===== src/rtl/maze_bank_if.sv =====
// rtl/maze_bank_if.sv - tile request, tile ROM and maze RAM write bus of the bank scheduler
interface maze_bank_if #(
  parameter int TILE_ID_W = 5
);
  logic                   req_valid;
  logic [4:0]             req_tile_x;
  logic [5:0]             req_tile_y;
  logic [TILE_ID_W-1:0]   req_tile_id;
  logic                   req_ready;
  logic                   req_drop;
  logic [TILE_ID_W+5:0]   rom_addr;
  logic [7:0]             rom_data;
  logic                   wr_en;
  logic                   wr_bank;
  logic [15:0]            wr_addr;
  logic [7:0]             wr_data;

  modport master (
    output req_valid, req_tile_x, req_tile_y, req_tile_id, rom_data,
    input  req_ready, req_drop, rom_addr, wr_en, wr_bank, wr_addr, wr_data
  );

  modport slave (
    input  req_valid, req_tile_x, req_tile_y, req_tile_id, rom_data,
    output req_ready, req_drop, rom_addr, wr_en, wr_bank, wr_addr, wr_data
  );
endinterface


===== src/rtl/maze_bank_scheduler.sv =====
// rtl/maze_bank_scheduler.sv - ping-pong maze RAM tile redraw scheduler with vblank bank swap and replay
// Optional FB_CLEAR_EN: zero both banks after reset before accepting requests.
module maze_bank_scheduler #(
  parameter int TILE_ID_W    = 5,
  parameter int REPLAY_DEPTH = 8,
  parameter int XTILES       = 30,
  parameter int YTILES       = 33,
  parameter int ROW_PITCH    = 264
) (
  input  logic       clk,
  input  logic       rst,
  input  logic [9:0] vc,
  maze_bank_if.slave bus,
  output logic       disp_bank,
  output logic       busy
);
  localparam int PTR_W = $clog2(REPLAY_DEPTH);
  localparam int ENT_W = 11 + TILE_ID_W;
  localparam logic [PTR_W:0] PTR_ONE = 1;

  typedef enum logic [1:0] {IDLE, DRAW, REPLAY, CLEAR} state_t;

`ifdef FB_CLEAR_EN
  localparam state_t RESET_STATE = CLEAR;
  localparam logic [15:0] CLR_LAST = 16'(XTILES * 8 * ROW_PITCH - 1);
  logic        clr_bank;
  logic [15:0] clr_addr;
  logic        clr_last;
  assign clr_last = clr_bank && (clr_addr == CLR_LAST);
`else
  localparam state_t RESET_STATE = IDLE;
`endif

  state_t state, state_nx;

  logic [ENT_W-1:0]     fifo_mem [REPLAY_DEPTH];
  logic [PTR_W:0]       wr_ptr, rd_ptr, rd_ptr_nx;
  logic [ENT_W-1:0]     head, next_head;
  logic                 fifo_full;
  logic                 pending, vblank, vblank_d, vblank_edge, swap_now;
  logic                 accept, in_range, tile_last, push, pop, drawing;
  logic [4:0]           cur_x;
  logic [5:0]           cur_y;
  logic [TILE_ID_W-1:0] cur_id;
  logic [5:0]           pix;
  logic [7:0]           col;
  logic [8:0]           row;
  logic [15:0]          pix_addr;
  logic                 s1_valid, s1_bank;
  logic [15:0]          s1_addr;

  // Column-major RAM: each xpos line is ROW_PITCH words of ypos.
  assign col      = {cur_x, pix[2:0]};
  assign row      = {cur_y, pix[5:3]};
  assign pix_addr = 16'(32'(col) * ROW_PITCH) + 16'(row);

  assign rd_ptr_nx = rd_ptr + PTR_ONE;
  assign head      = fifo_mem[rd_ptr[PTR_W-1:0]];
  assign next_head = fifo_mem[rd_ptr_nx[PTR_W-1:0]];

  always_comb begin
    state_nx    = state;
    vblank      = (vc >= 10'd480);
    vblank_edge = vblank & ~vblank_d;
    fifo_full   = (wr_ptr[PTR_W] != rd_ptr[PTR_W]) &&
                  (wr_ptr[PTR_W-1:0] == rd_ptr[PTR_W-1:0]);
    swap_now    = vblank_edge && (state == IDLE) && pending;
    bus.req_ready = (state == IDLE) && !fifo_full && !swap_now && rst;
    accept      = bus.req_valid && bus.req_ready;
    in_range    = ({1'b0, bus.req_tile_x} < 6'(XTILES)) &&
                  ({1'b0, bus.req_tile_y} < 7'(YTILES));
    drawing     = (state == DRAW) || (state == REPLAY);
    tile_last   = (pix == 6'd63);
    push        = (state == DRAW) && tile_last;
    pop         = (state == REPLAY) && tile_last;
    busy        = (state != IDLE);
    bus.rom_addr = drawing ? {cur_id, pix[2:0], pix[5:3]} : '0;
    case (state)
      IDLE: begin
        if (swap_now)                 state_nx = REPLAY;
        else if (accept && in_range)  state_nx = DRAW;
      end
      DRAW:   if (tile_last) state_nx = IDLE;
      REPLAY: if (tile_last && (rd_ptr_nx == wr_ptr)) state_nx = IDLE;
`ifdef FB_CLEAR_EN
      CLEAR:  if (clr_last) state_nx = IDLE;
`endif
      default: state_nx = IDLE;
    endcase
  end

  always_ff @(posedge clk) begin
    if (!rst) state <= RESET_STATE;
    else      state <= state_nx;
  end

  always_ff @(posedge clk) begin
    if (rst && push) fifo_mem[wr_ptr[PTR_W-1:0]] <= {cur_x, cur_y, cur_id};
  end

  always_ff @(posedge clk) begin
    if (!rst) begin
      wr_ptr      <= '0;
      rd_ptr      <= '0;
      pending     <= 1'b0;
      vblank_d    <= 1'b0;
      disp_bank   <= 1'b0;
      cur_x       <= '0;
      cur_y       <= '0;
      cur_id      <= '0;
      pix         <= '0;
      s1_valid    <= 1'b0;
      s1_bank     <= 1'b0;
      s1_addr     <= '0;
      bus.wr_en   <= 1'b0;
      bus.wr_bank <= 1'b0;
      bus.wr_addr <= '0;
      bus.wr_data <= '0;
      bus.req_drop <= 1'b0;
`ifdef FB_CLEAR_EN
      clr_bank    <= 1'b0;
      clr_addr    <= '0;
`endif
    end else begin
      vblank_d     <= vblank;
      bus.req_drop <= accept && !in_range;

      // Bank is captured per pixel so a swap right after a tile cannot retarget its tail writes.
      s1_valid    <= drawing;
      s1_bank     <= ~disp_bank;
      s1_addr     <= pix_addr;
      bus.wr_en   <= s1_valid;
      bus.wr_bank <= s1_bank;
      bus.wr_addr <= s1_addr;
      bus.wr_data <= bus.rom_data;

      if (drawing) pix <= pix + 6'd1;

      if (accept && in_range) begin
        cur_x  <= bus.req_tile_x;
        cur_y  <= bus.req_tile_y;
        cur_id <= bus.req_tile_id;
        pix    <= '0;
      end

      if (swap_now) begin
        disp_bank <= ~disp_bank;
        {cur_x, cur_y, cur_id} <= head;
        pix <= '0;
      end

      if (push) begin
        wr_ptr  <= wr_ptr + PTR_ONE;
        pending <= 1'b1;
      end

      if (pop) begin
        rd_ptr <= rd_ptr_nx;
        {cur_x, cur_y, cur_id} <= next_head;
        if (rd_ptr_nx == wr_ptr) pending <= 1'b0;
      end

`ifdef FB_CLEAR_EN
      if (state == CLEAR) begin
        bus.wr_en   <= 1'b1;
        bus.wr_bank <= clr_bank;
        bus.wr_addr <= clr_addr;
        bus.wr_data <= '0;
        if (clr_addr == CLR_LAST) begin
          clr_addr <= '0;
          clr_bank <= 1'b1;
        end else begin
          clr_addr <= clr_addr + 16'd1;
        end
      end
`endif
    end
  end
endmodule

===== src/flat_wrapper.sv =====
// flat-port wrapper written by rule: the top's interface ports become plain ports
module maze_bank_scheduler_flat 
#(
  parameter int TILE_ID_W    = 5,
  parameter int REPLAY_DEPTH = 8,
  parameter int XTILES       = 30,
  parameter int YTILES       = 33,
  parameter int ROW_PITCH    = 264
)
  (clk, rst, vc, disp_bank, busy, bus_req_valid, bus_req_tile_x, bus_req_tile_y, bus_req_tile_id, bus_rom_data, bus_req_ready, bus_req_drop, bus_rom_addr, bus_wr_en, bus_wr_bank, bus_wr_addr, bus_wr_data);
  maze_bank_if #(.TILE_ID_W(TILE_ID_W)) bus_i ();
  input  logic clk;
  input  logic rst;
  input  logic [9:0] vc;
  output logic disp_bank;
  output logic busy;
  input wire logic [$bits(bus_i.req_valid)-1:0] bus_req_valid;
  input wire logic [$bits(bus_i.req_tile_x)-1:0] bus_req_tile_x;
  input wire logic [$bits(bus_i.req_tile_y)-1:0] bus_req_tile_y;
  input wire logic [$bits(bus_i.req_tile_id)-1:0] bus_req_tile_id;
  input wire logic [$bits(bus_i.rom_data)-1:0] bus_rom_data;
  output wire logic [$bits(bus_i.req_ready)-1:0] bus_req_ready;
  output wire logic [$bits(bus_i.req_drop)-1:0] bus_req_drop;
  output wire logic [$bits(bus_i.rom_addr)-1:0] bus_rom_addr;
  output wire logic [$bits(bus_i.wr_en)-1:0] bus_wr_en;
  output wire logic [$bits(bus_i.wr_bank)-1:0] bus_wr_bank;
  output wire logic [$bits(bus_i.wr_addr)-1:0] bus_wr_addr;
  output wire logic [$bits(bus_i.wr_data)-1:0] bus_wr_data;
  assign bus_i.req_valid = bus_req_valid;
  assign bus_i.req_tile_x = bus_req_tile_x;
  assign bus_i.req_tile_y = bus_req_tile_y;
  assign bus_i.req_tile_id = bus_req_tile_id;
  assign bus_i.rom_data = bus_rom_data;
  assign bus_req_ready = bus_i.req_ready;
  assign bus_req_drop = bus_i.req_drop;
  assign bus_rom_addr = bus_i.rom_addr;
  assign bus_wr_en = bus_i.wr_en;
  assign bus_wr_bank = bus_i.wr_bank;
  assign bus_wr_addr = bus_i.wr_addr;
  assign bus_wr_data = bus_i.wr_data;
  maze_bank_scheduler #(.TILE_ID_W(TILE_ID_W), .REPLAY_DEPTH(REPLAY_DEPTH), .XTILES(XTILES), .YTILES(YTILES), .ROW_PITCH(ROW_PITCH)) u_core (.clk(clk), .rst(rst), .vc(vc), .bus(bus_i), .disp_bank(disp_bank), .busy(busy));
endmodule

===== config.mk =====
export PLATFORM = sky130hd
export DESIGN_NAME = maze_bank_scheduler_flat
export DESIGN_NICKNAME = d
export VERILOG_FILES = /design/src/rtl/maze_bank_if.sv /design/src/rtl/maze_bank_scheduler.sv /design/src/flat_wrapper.sv
export SDC_FILE = /design/constraint.sdc
export NUM_CORES = 1
export LEC_CHECK = 0
export ABC_AREA = 0
export CAP_MARGIN = 20
export CORE_MARGIN = 2
export CORE_UTILIZATION = 40
export CTS_CLUSTER_DIAMETER = 60
export DETAILED_ROUTE_END_ITERATION = 10
export GPL_TIMING_DRIVEN = 0
export PLACE_DENSITY = 0.6
export SETUP_SLACK_MARGIN = 0.05
export SLEW_MARGIN = 20
export SYNTH_ARGS = -nofsm -noshare
export SYNTH_HDL_FRONTEND = slang
export SYNTH_SLANG_ARGS = --single-unit

===== constraint.sdc =====
create_clock -name clk -period 7.8 [get_ports clk]
set_clock_uncertainty 0.2 [all_clocks]
set_input_delay 1.56 -clock clk [delete_from_list [all_inputs] [get_ports clk]]
set_output_delay 1.56 -clock clk [all_outputs]
set_load 0.02 [all_outputs]

==> flow_summary.toml, run 1 <==
[drt]
first_pass_iters = 5
drt-total-wl_mm = 24.3
vias_per_cell = 5.63
ant_nets = 0
vias = 6137
avgRoutedWirePerCell_um = 22.3
route.detailed.drc = 0
drt-initial-drc-count = 414

[power]
clkPwrFrac = 0.449
comb_power_share = 0.033
power.internal_mw = 1.83
power.share.sequential = 0.517
p_leak_nw = 3.88
pwr_density_cell_nw_per_um2 = 201
swShare = 0.209
netSwitchingPower_uw = 482
peakVddDrop_mv = 0.108

[logic_synthesis]
synth_area_leaders = "edfxtp_1 40%, dfxtp_1 18%, mux4_2 15%, and2_1 2.8%, ha_1 2.8%"
synth_flop_cell = "edfxtp_1"
ys_types = 56
async_flop_share = 0
yosysWarningCount = 0
synth_sequential_area_ratio = 0.580
synth_edf_count = 128
synth_top_area_frac = 0.405
syn_inst = 643
yosys.area.top_type = "edfxtp_1"
synth.cell_area_um2 = 9490
synth-seq-cells = 211
synth_nets = 703
syn_area_per_cell_um2 = 14.8

[floorplanning]
dieWidth_um = 158
rows = 56
start_util = 0.406
die_h_um = 158
dieArea_um2 = 25000
core_um2 = 23400
ios = 78

[clocking]
clock_path_buffers = 3
clk_pin_slew_ps = 60
post_cts_buffers = 0
cts_root_buf = "clkbuf_16"
clock-sinks = 211
ctsHoldBuffers = 0
postCtsResizedCells = 0
cts_htree_levels = 1
clock_latency_ps = 510
cts_tree = "done"
cts_made_buffers = 25

[sta]
tightest_slew_ps = 969
relSlewSlack = 0.354
timing.final.crit_period_ps = 5590
rsz0062_at_grt = "false"
slew_violations = 0
setup_tns_ps = 0
setup_viol_count_final = 0
max_freq_mhz = 179
finalCritPeriodShare = 0.717
hold_violations = 0

[placed_design]
dp_hpwl_mm = 16.8
place_congestion = 0.803
dpl-instance-area_um2 = 10800
io_buffers = 72

[worst_setup_path]
reg2reg_from = "u_core.cur_x[4]"
cp-end-kind = "primary output"
criticalPathCategory = "primary input to primary output"
reg2reg_slack_ps = 4550
cp_data_arrival_time_ps = 3830
start_kind = "primary input"
r2r-end = "u_core.s1_addr[15]"
crit_start = "vc[6]"
rr_worst_depth = 10
cp_max_fo = 10
worstPathRequired_ps = 6040

[grt]
gr-total-overflow = 0
grt_util_met2 = 0.318
use_met1 = 0.268
grt_usage = 0.198
busiest_layer = "met2"
antenna_found_initial = 0
grt_pass1_wl_mm = 36.6
grt_max_degree = 17
use_met3 = 0.0408
grt_pass1_vias = 6372

[cells_and_area]
area_growth_pct = 21.2
fin_area_um2 = 11500
multiInputGateArea_um2 = 3760
nFillCells = 2038
final-seq-area_um2 = 5510
diodes = 0
fin_nets = 815
drive_gt1_frac = 0.206

[status]
status = "finished clean"

[worst_hold_path]
hold_path.class = "flip-flop to flip-flop"
hold_path_end = "u_core.bus.wr_addr[6]"
worstHoldPathCells = 1
min-delay-start = "u_core.s1_addr[6]"

[job]
drv_cap = 0
## cells in the mapped netlist (all sizes together) (6+ instances only)
library cell,instances
edfxtp,128
dfxtp,83
mux4,64
and2,43
nor2,36
o21ai,22
buf,21
ha,21
xor2,20
clkbuf,18
mux2i,18
nor2b,18
a211oi,16
a22o,16
o22ai,16
nand2,14
a21oi,13
inv,13
xnor2,13
nand3,9
nor3,6
nor3b,6
## cells in the final DEF, fill, tap and decap left out, types with 3 or more instances in the layout
cell,instances
edfxtp_1,128
dfxtp_1,83
clkdlybuf4s50_1,72
mux4_2,64
and2_1,43
nor2_1,34
clkbuf_16,25
o21ai_0,22
clkbuf_1,21
ha_1,21
xor2_1,18
mux2i_1,18
nor2b_1,17
a211oi_1,16
o22ai_1,16
inv_1,13
nand2_1,13
xnor2_1,13
a21oi_1,13
a22o_1,13
buf_2,11
buf_4,11
clkinv_2,10
nand3_1,9
buf_6,8
nor3_2,4
nor3b_2,4
a21o_1,3
a22o_2,3
## layer usage
metal  part of all wire  wire length [um]  up-vias
li1                   -                 -     2681
met4              0.030               726        0
met3              0.077              1870       49
met1               0.42             10200     3158
met2               0.47             11400      249
met5                  0                 0        -
## critical path, cell delays in order
cell	delay [ps]
clkdlybuf4s50_1	410
a41oi_1	430
or3_4	240
buf_2	310
and4_2	280
clkdlybuf4s50_1	600
## cell families (layout without fill, tap and decap cells)
kind of cell | after synthesis | after routing | synth area share
AO/OA/AOI/OAI | 95 | 95 | 0.0691
adder cells (fa/ha/maj) | 23 | 23 | 0.0319
multiplexers | 82 | 82 | 0.171
buffers and inverters | 53 | 181 | 0.0283
flip-flops | 211 | 211 | 0.580
AND/OR/NAND/NOR | 146 | 146 | 0.0868
XOR/XNOR | 33 | 33 | 0.0332
## registers in the layout, summed over array words and instances (netlist names), named ones only
| register | cells |
|---|---|
| u_core.cur_x | 5 |
| u_core.pending | 1 |
| u_core.bus.wr_addr | 16 |
| u_core.bus.wr_en | 1 |
| u_core.fifo_mem | 128 |
| u_core.s1_valid | 1 |
| u_core.cur_y | 6 |
| u_core.vblank_d | 1 |
| u_core.wr_ptr | 4 |
| u_core.pix | 6 |
| u_core.rd_ptr | 4 |
| u_core.disp_bank | 1 |
| u_core.bus.wr_bank | 1 |
| u_core.s1_addr | 16 |
| u_core.s1_bank | 1 |
| u_core.bus.req_drop | 1 |
| u_core.bus.wr_data | 8 |
| u_core.state | 2 |
| u_core.cur_id | 5 |
## power by group through the flow
stage / Clock (mW) / Combinational, mW / Sequential [mW]
final: 1.04 / 0.0770 / 1.20
after global routing: 1.10 / 0.0837 / 1.20
after CTS: 1.05 / 0.0774 / 1.20
after detailed placement: 0 / 0.0767 / 1.22
after global placement: 0 / 0.0756 / 1.22
after floorplan: 0 / 0.0327 / 1.22
## per-stage QoR
| stage | std cells | total power, mW | hold slack [ps] | setup slack, ps | utilization |
|---|---|---|---|---|---|
| floorplan | 643 | 1.25 | 212 | 3490 | - |
| global placement | 1034 | 1.29 | 219 | 1600 | 0.454 |
| detailed placement | 1047 | 1.30 | 219 | 2190 | 0.460 |
| CTS | 1090 | 2.33 | 232 | 2190 | 0.492 |
| global route | 1090 | 2.38 | 244 | 2100 | 0.492 |
| finish | 1090 | 2.31 | 231 | 2210 | 0.492 |
## layout make-up
| type | count | area share |
|---|---|---|
| Multi-Input combinational cell | 379 | 0.327 |
| Buffer | 39 | 0.0188 |
| Clock buffer | 30 | 0.0577 |
| Timing Repair Buffer | 85 | 0.0727 |
| Sequential cell | 211 | 0.478 |
| Clock inverter | 13 | 0.00620 |
| Tap cell | 319 | 0.0347 |
| Inverter | 14 | 0.00457 |
## worst max-delay path by stage
stage                            endpoint  slack, ps  cells past startpoint
global route                bus_req_ready       2100                      6
CTS                         bus_req_ready       2190                      6
floorplan                   bus_req_ready       3490                      4
finish                      bus_req_ready       2210                      6
global placement    u_core.fifo_mem[5][8]       1600                      4
detailed placement          bus_req_ready       2190                      6
Power figures use the tool's default switching activity.
==> run 2, diff against run 1 <==
PLACE_DENSITY = 0.62   (was 0.6)
clock period = 4.65 ns   (was 7.8 ns; I/O delays follow)
==> flow_summary.toml, run 2 (synthesized netlist as in run 1, its figures left out) <==
[sta]
relSlewSlack = 0.367
finalCritPeriodShare = 0.902
setup_viol_count_final = 0
max_freq_mhz = 239
slew_violations = 0
rsz0062_at_grt = "false"
tightest_slew_ps = 949
timing.final.crit_period_ps = 4190
hold_violations = 0
fin_ws_ps = 458

[clocking]
cts_tree = "done"
ctsHoldBuffers = 0
clock-sinks = 211
post_cts_buffers = 0
cts_made_buffers = 25
clock_path_buffers = 3
postCtsResizedCells = 0
cts_htree_levels = 1
clock_latency_ps = 520
clk_pin_slew_ps = 60
cts_root_buf = "clkbuf_16"

[floorplanning]
start_util = 0.406
dieWidth_um = 158
core_um2 = 23400
dieArea_um2 = 25000
die_h_um = 158
ios = 78
rows = 56

[worst_setup_path]
rr_worst_depth = 10
cp_max_fo = 10
worstPathRequired_ps = 3520
cp_data_arrival_time_ps = 3060
cp-end-kind = "primary output"
criticalPathCategory = "primary input to primary output"
crit_start = "vc[6]"
reg2reg_from = "u_core.cur_x[4]"
start_kind = "primary input"

[placed_design]
dpl-instance-area_um2 = 10800
dp_hpwl_mm = 16.5
io_buffers = 72
place_ws_ps = 440
dp.cells = 1046
place_congestion = 0.788

[cells_and_area]
fin_area_um2 = 11600
mostFrequentLayoutCells = "128 x edfxtp_1, 83 x dfxtp_1, 72 x clkdlybuf4s50_1"
area_growth_pct = 21.9
fin_nets = 814
layout_commonest_cell = "edfxtp_1"
largest_reg_flops = 128
diodes = 0
drive_gt1_frac = 0.204
instances_no_fill = 1092
postLayoutCoreUtil = 0.495
nFillCells = 2038

[grt]
gr-total-overflow = 0
grt_pass1_vias = 6232
grt_max_degree = 17
antenna_found_initial = 0
grt_usage = 0.196
grt_pass1_wl_mm = 36.4

[drt]
ant_nets = 0
drt-initial-drc-count = 583
vias_per_cell = 5.59
avgRoutedWirePerCell_um = 21.9
route.detailed.drc = 0
drt-total-wl_mm = 24.0
vias = 6108
first_pass_iters = 4

[power]
pwr_density_cell_nw_per_um2 = 346
p_leak_nw = 3.89
p_total_mw = 4.01
peakVddDrop_mv = 0.211

[status]
status = "finished clean"

[worst_hold_path]
hold_path.class = "flip-flop to flip-flop"
worstHoldPathCells = 1
min-delay-start = "u_core.s1_addr[11]"

[job]
drv_cap = 0
-- run 2: cell types whose count changed in the layout (fill, tap and decap cells not counted), sizes merged --
cell      change
clkinvlp      +1
clkbuf        +9
clkinv        -8
inv           +1
buf           -1
-- run 2: metal layers --
metal / routed length, um / GRT usage / up-vias / part of all wire
li1: - / - / 2687 / -
met1: 10000 / 0.266 / 3121 / 0.42
met2: 11500 / 0.320 / 268 / 0.48
met3: 2030 / 0.0424 / 32 / 0.085
met4: 445 / 0.0498 / 0 / 0.019
met5: 0 / 0 / - / 0
-- run 2: final cells by class --
class	count	area (um^2)	share of cell area
sequential	211	5510	0.476
timing repair buffer	84	822	0.0710
inverter	14	52.6	0.00454
tap	319	399	0.0345
clock buffer	39	759	0.0656
buffer	39	216	0.0187
multi-input combinational	379	3770	0.326
clock inverter	7	52.6	0.00454
-- run 2: report_power, final --
part / total [mW] / internal, mW / switching [mW]
sequential: 2.01 / 1.99 / 0.0175
combinational: 0.128 / 0.0644 / 0.0637
clock: 1.87 / 1.13 / 0.747
-- run 2: final timing paths --
check	end	slack, ps
min	u_core.bus.wr_addr[11]	230
min reg2reg	u_core.bus.wr_addr[11]	230
max reg2reg	u_core.s1_addr[15]	1330
max	bus_req_ready	460
-- run 2: through the flow --
stage / TNS, ps / hold WS [ps]
2_1_floorplan: 0 / 212
3_3_place_gp: -72220 / 220
3_5_place_dp: 0 / 221
4_1_cts: 0 / 235
5_1_grt: 0 / 245
6_report: 0 / 232
-- run 2: critical path, stage by stage --
cell             delay (ps)
clkdlybuf4s50_1         400
a41oi_1                 330
or3_4                   220
buf_2                   290
and4_2                  290
clkdlybuf4s50_1         600
